[src/rtl/letter_entry_buffer.sv]
// Letter entry front end: synchronizes and debounces ENTER/CLEAR, then keeps
// the last four switch codes in a scrolling buffer for the HEX0..HEX3 decoders.
module letter_entry_buffer #(
  parameter int DEBOUNCE_CYCLES = 1000000,
  parameter int CODE_W          = 6
) (
  input  logic              CLOCK_50,
  input  logic              RESET_N,
  input  logic [0:CODE_W-1] SW,
  input  logic [0:1]        KEY,
  output logic [0:CODE_W-1] CODE0,
  output logic [0:CODE_W-1] CODE1,
  output logic [0:CODE_W-1] CODE2,
  output logic [0:CODE_W-1] CODE3,
  output logic [0:3]        VALID,
  output logic [2:0]        COUNT,
  output logic              FULL,
  output logic              PUSH_ACK
);

  localparam int CNT_W = (DEBOUNCE_CYCLES > 2) ? $clog2(DEBOUNCE_CYCLES) : 1;
  localparam logic [CNT_W-1:0] CNT_LAST = CNT_W'(DEBOUNCE_CYCLES - 1);

  logic [0:1]        key_s1, key_s2, key_db, key_db_d;
  logic [0:CODE_W-1] sw_s1, sw_s2;
  logic              enter_p, clear_p;

  // Keys synchronize to the released level so reset never looks like a press.
  always_ff @(posedge CLOCK_50 or negedge RESET_N) begin
    if (!RESET_N) begin
      key_s1 <= 2'b11;
      key_s2 <= 2'b11;
      sw_s1  <= '0;
      sw_s2  <= '0;
    end else begin
      key_s1 <= KEY;
      key_s2 <= key_s1;
      sw_s1  <= SW;
      sw_s2  <= sw_s1;
    end
  end

  for (genvar k = 0; k < 2; k++) begin : g_db
    logic [CNT_W-1:0] cnt;
    logic             lvl;

    always_ff @(posedge CLOCK_50 or negedge RESET_N) begin
      if (!RESET_N) begin
        cnt <= '0;
        lvl <= 1'b1;
      end else if (key_s2[k] == lvl) begin
        cnt <= '0;
      end else if (cnt == CNT_LAST) begin
        lvl <= key_s2[k];
        cnt <= '0;
      end else begin
        cnt <= cnt + CNT_W'(1);
      end
    end

    assign key_db[k] = lvl;
  end

  always_ff @(posedge CLOCK_50 or negedge RESET_N) begin
    if (!RESET_N) begin
      key_db_d <= 2'b11;
      enter_p  <= 1'b0;
      clear_p  <= 1'b0;
    end else begin
      key_db_d <= key_db;
      enter_p  <= key_db_d[0] & ~key_db[0];
      clear_p  <= key_db_d[1] & ~key_db[1];
    end
  end

  // Clear wins over a simultaneous enter; a full buffer keeps scrolling.
  always_ff @(posedge CLOCK_50 or negedge RESET_N) begin
    if (!RESET_N) begin
      CODE0    <= '0;
      CODE1    <= '0;
      CODE2    <= '0;
      CODE3    <= '0;
      VALID    <= '0;
      COUNT    <= '0;
      PUSH_ACK <= 1'b0;
    end else if (clear_p) begin
      CODE0    <= '0;
      CODE1    <= '0;
      CODE2    <= '0;
      CODE3    <= '0;
      VALID    <= '0;
      COUNT    <= '0;
      PUSH_ACK <= 1'b0;
    end else if (enter_p) begin
      CODE3    <= CODE2;
      CODE2    <= CODE1;
      CODE1    <= CODE0;
      CODE0    <= sw_s2;
      VALID    <= {1'b1, VALID[0], VALID[1], VALID[2]};
      if (COUNT != 3'd4) COUNT <= COUNT + 3'd1;
      PUSH_ACK <= 1'b1;
    end else begin
      PUSH_ACK <= 1'b0;
    end
  end

  assign FULL = (COUNT == 3'd4);

endmodule

[config.mk]
export PLATFORM = sky130hd
export DESIGN_NAME = letter_entry_buffer
export DESIGN_NICKNAME = d
export VERILOG_FILES = /design/src/rtl/letter_entry_buffer.sv
export SDC_FILE = /design/constraint.sdc
export NUM_CORES = 1
export LEC_CHECK = 0
export ABC_CLOCK_PERIOD_IN_PS = 4890
export BUFFER_PORTS_ARGS = -buffer_cell sky130_fd_sc_hd__buf_2
export CAP_MARGIN = 40
export CELL_PAD_IN_SITES_DETAIL_PLACEMENT = 1
export CELL_PAD_IN_SITES_GLOBAL_PLACEMENT = 1
export CORE_AREA = 2 2 76 114
export CTS_CLUSTER_DIAMETER = 100
export DETAILED_ROUTE_END_ITERATION = 6
export DIE_AREA = 0 0 78 116
export PLACE_DENSITY_LB_ADDON = 0.1
export SETUP_SLACK_MARGIN = 0.4
export SLEW_MARGIN = 20
export SYNTH_ARGS = -nofsm -noshare
export SYNTH_HDL_FRONTEND = slang
export SYNTH_SLANG_ARGS = --single-unit
[constraint.sdc]
create_clock -name CLOCK_50 -period 4.89 [get_ports CLOCK_50]
set_clock_uncertainty 0.15 [all_clocks]
set_input_delay 1.467 -clock CLOCK_50 [delete_from_list [all_inputs] [get_ports CLOCK_50]]
set_output_delay 1.467 -clock CLOCK_50 [all_outputs]
set_load 0.01 [all_outputs]
Yosys cells after proc, flatten, opt, wreduce, memory -nomap -nowiden

Index checks and enable logic that the tools add are counted.

Register bits: 94
Input port bits: 10
Output and inout port bits: 33
Logic and storage cells: 57

Add/sub/neg operators: 3
Equality and inequality tests: 6
Mux-type cells: 19
Bitwise operators: 6
Reductions and logical operators: 5

Operator list:

| cell                  | count |
|---|---|
| $mux 20               | 4 |
| $mux 6                | 8 |
| $add 20x1->20 const B | 2 |
| $eq 20x20->1 const B  | 2 |
| $mux 3                | 3 |
| $mux 4                | 2 |
| $reduce_and 2->1      | 3 |
| $not 1->1             | 4 |
| $reduce_bool 2->1     | 2 |
| $add 3x1->3 const B   | 1 |
| $eq 3x3->1 const B    | 1 |
| $ne 3x3->1 const B    | 1 |
| $and 1x1->1           | 2 |
| $eq 1x1->1            | 2 |
| $mux 1                | 2 |

Depth between registers and ports, before layout

Word-level depth: 4
Mapped depth: 6
Mapped depth without buffers: 6

Worst setup path before layout

Ideal clock, no wire load.

Path type: register to output
Start: register COUNT[0]
End: output port FULL
Arrival: 0.838 ns
Data required time: 3.273 ns
Slack: 2.435 ns
Stages on the path, launching flop included: 4
Buffers on the path: 0
Cell sequence: dfrtp_1 > inv_1 > ha_1 > and2_1

Cells in the longest elaborated chain, start to end: 1

Ends and longest elaborated chain:

| what                     | RTL line | RTL |
|---|---|---|
| start: declaration       | 16       | `output logic [2:0] COUNT,` |
| start signal: assignment | 100      | `if (COUNT != 3'd4) COUNT <= COUNT + 3'd1;` |
| $eq 3x3->1               | 107      | `assign FULL = (COUNT == 3'd4);` |
| end: declaration         | 17       | `output logic FULL,` |

Every way passes these cells.

Worst setup path after layout

Same ends and word-level chain as after synthesis.

==> metrics.txt <==
status=finished clean; Routed Antenna Nets=0; Post-CTS Resized=0; routability cong.=0.730; Hold EP=sw_s2[2]; Non-Filler Instances=501; placed cell count=485; top post-synthesis cells by area=dfrtp_1 55%, mux2i_1 6.9%, nor2_1 6.0%; worst slew pin tran=0.807 ns; vias=2,700; most frequent cell after synthesis=dfrtp_1; #FFs+latches synth=94; CP peak stage delay=0.40 ns; number of post-CTS setup repair buffers=0; Post-synth EDFFs=0; drt drc=0; setup TNS=0 ns; Leak=0.00209 uW; reg2reg end=g_db[0].cnt[18]; gr usage total=0.189; largest net degree at the start of global routing=40; final worst slack=1.99 ns; Max Cap Viol=0; post-synthesis sequential area ratio=0.604; clock buffer count from CTS=9; die area=9050 um^2; CTS H-tree depth=3; floorplan row count=40; Synth area leader=dfrtp_1; CTS sink cnt=94; Power Dens Cells=336 nW/um^2; Hold Path Depth=0; Worst EP arrival=1.28 ns; Final Setup Violations=0; Clk network pwr share=0.458; cell count after synthesis=344; grt ovf=0; delay-heaviest family, CP=flip-flops; pre-CTS WS=2.34 ns; port bufs=42; initial antenna violation count=0; layout net count=405; share of cells above drive strength 1=0.194; post-synth net total=358; Vias per Instance=5.39; Syn Area/Cell=11.4 um^2; crit path launch type=register; Max Transition Viols Final=0; synth warn=0; die height=116 um; crit-path max FO=4; initial drt markers=95; switching power=332 uW; Tcrit/Tclk final=0.593; Die W=78 um; Initial Utilization=0.488; VDD IR max=201 uV; RSZ-0062 raised after global routing=false; Skew-Pair Late Insertion Delay=0.34 ns; internal power=1200 uW; worst path bufs/invs=2; core area=8010 um^2; Hold Startpoint=sw_s1[2]; Sw Ratio=0.217; Crit-path slowest cell=dfrtp_1; Yosys top cell area share=0.551; max_slew headroom=0.462; hpwl dp=5190 um; Worst R2R Start=g_db[0].cnt[0]; post-synth cell types=34; Pre-antenna DRT Iters=4; Fmax achieved=0.345 GHz; min Tclk post-route=2.90 ns; Antenna diodes=0; Post-synth top cells=86 x dfrtp_1, 63 x nor2_1, 27 x mux2i_1; Sequential Power Share=0.519; Routed WL per cell=15.5 um; ys async rst share=1.00; first-pass GRT wire length=13,400 um; Clk Tree Root Cell=clkbuf_16; synthesized area=3910 um^2; Layout area overhead=16.8%; CTS tree=done; Clock Tree Buf Depth=2; vias in the first global route=2,832; I/O pin total=43; worst r2r path cells=5; Post-synth top flop=dfrtp_1; Crit Path Class=register to primary output; DRT Wirelength=7760 um; r2r setup slk=2.59 ns; Hold Buf Count CTS=0; Fin. Hold Viols=0; Comb pwr share=0.023; Reg clk slew, reported paths=0.07 ns; CP Cell Sequence=inv_1 -> ha_1 -> and2_1 -> buf_2; Crit. End Element=primary output; Worst EP required=3.27 ns; HP Class=register to register
==> sequential cells by signal, summed over array words and instances, names as in the netlist, 2 cells and up <==
register	cells
CODE0	6
CODE1	6
CODE2	6
CODE3	6
COUNT	3
VALID	4
g_db.cnt	40
g_db.lvl	2
key_db_d	2
key_s1	2
key_s2	2
sw_s1	6
sw_s2	6
==> placed cells by master, fill, tap and decap left out, drive strengths merged, types with 6 or more instances in the layout <==
master / instances
or3: 6
xnor2: 19
o21ai: 8
mux2i: 27
nand3: 9
a21oi: 12
nor3: 11
inv: 12
clkbuf: 9
nand2: 13
nor2: 63
nand4: 11
nor4: 6
buf: 47
xor2: 10
dfstp: 8
dfrtp: 86
==> logic make-up (layout without fill, tap and decap cells) <==
kind of cell	after synthesis	after routing	synth area share
buf+inv	21	73	0.0208
xor+xnor	29	29	0.0650
mux	29	29	0.0749
flops	94	94	0.604
compound gates	25	25	0.0391
fa+ha+maj	4	4	0.0128
simple gates	142	142	0.183
==> how the worst max path moves through the flow <==
| stage | startpoint | to | slack, ns | cells after the start |
|---|---|---|---|---|
| floorplan | COUNT[0] | FULL | 2.43 | 3 |
| global placement | COUNT[0] | FULL | 2.38 | 4 |
| detailed placement | COUNT[0] | FULL | 2.34 | 4 |
| CTS | COUNT[0] | FULL | 1.97 | 4 |
| global route | COUNT[0] | FULL | 1.90 | 4 |
| finish | COUNT[0] | FULL | 1.99 | 4 |
==> power by group through the flow <==
stage | clock network, uW | registers (uW) | logic [uW]
CTS | 718 | 796 | 36.4
finish | 703 | 796 | 34.7
global route | 752 | 798 | 40.9
floorplan | 0 | 809 | 11.9
global placement | 0 | 810 | 34.9
detailed placement | 0 | 811 | 36.2
==> layout make-up <==
class | instances | area (um^2)
multi-input combinational | 229 | 1470
clock inverter | 7 | 82.6
sequential | 94 | 2360
clock buffer | 9 | 225
fill | 901 | 3440
timing repair buffer | 47 | 258
inverter | 10 | 37.5
tap | 105 | 131
==> routing by layer <==
layer / GRT usage / vias to the layer above / wire length, um
met4: 0.0737 / 0 / 131
li1: - / 1275 / -
met1: 0.231 / 1380 / 3300
met5: 0 / - / 0
met3: 0.0327 / 8 / 188
met2: 0.336 / 37 / 4140
==> metrics by stage <==
stage	utilization	instance area, um^2	power [uW]	hold WS (ns)
2_1_floorplan	-	3910	821	0.181
3_3_place_gp	0.530	4240	845	0.183
3_5_place_dp	0.532	4260	847	0.187
4_1_cts	0.570	4570	1550	0.203
5_1_grt	0.570	4570	1590	0.210
6_report	0.570	4570	1530	0.200
Power figures use the tool's default switching activity.
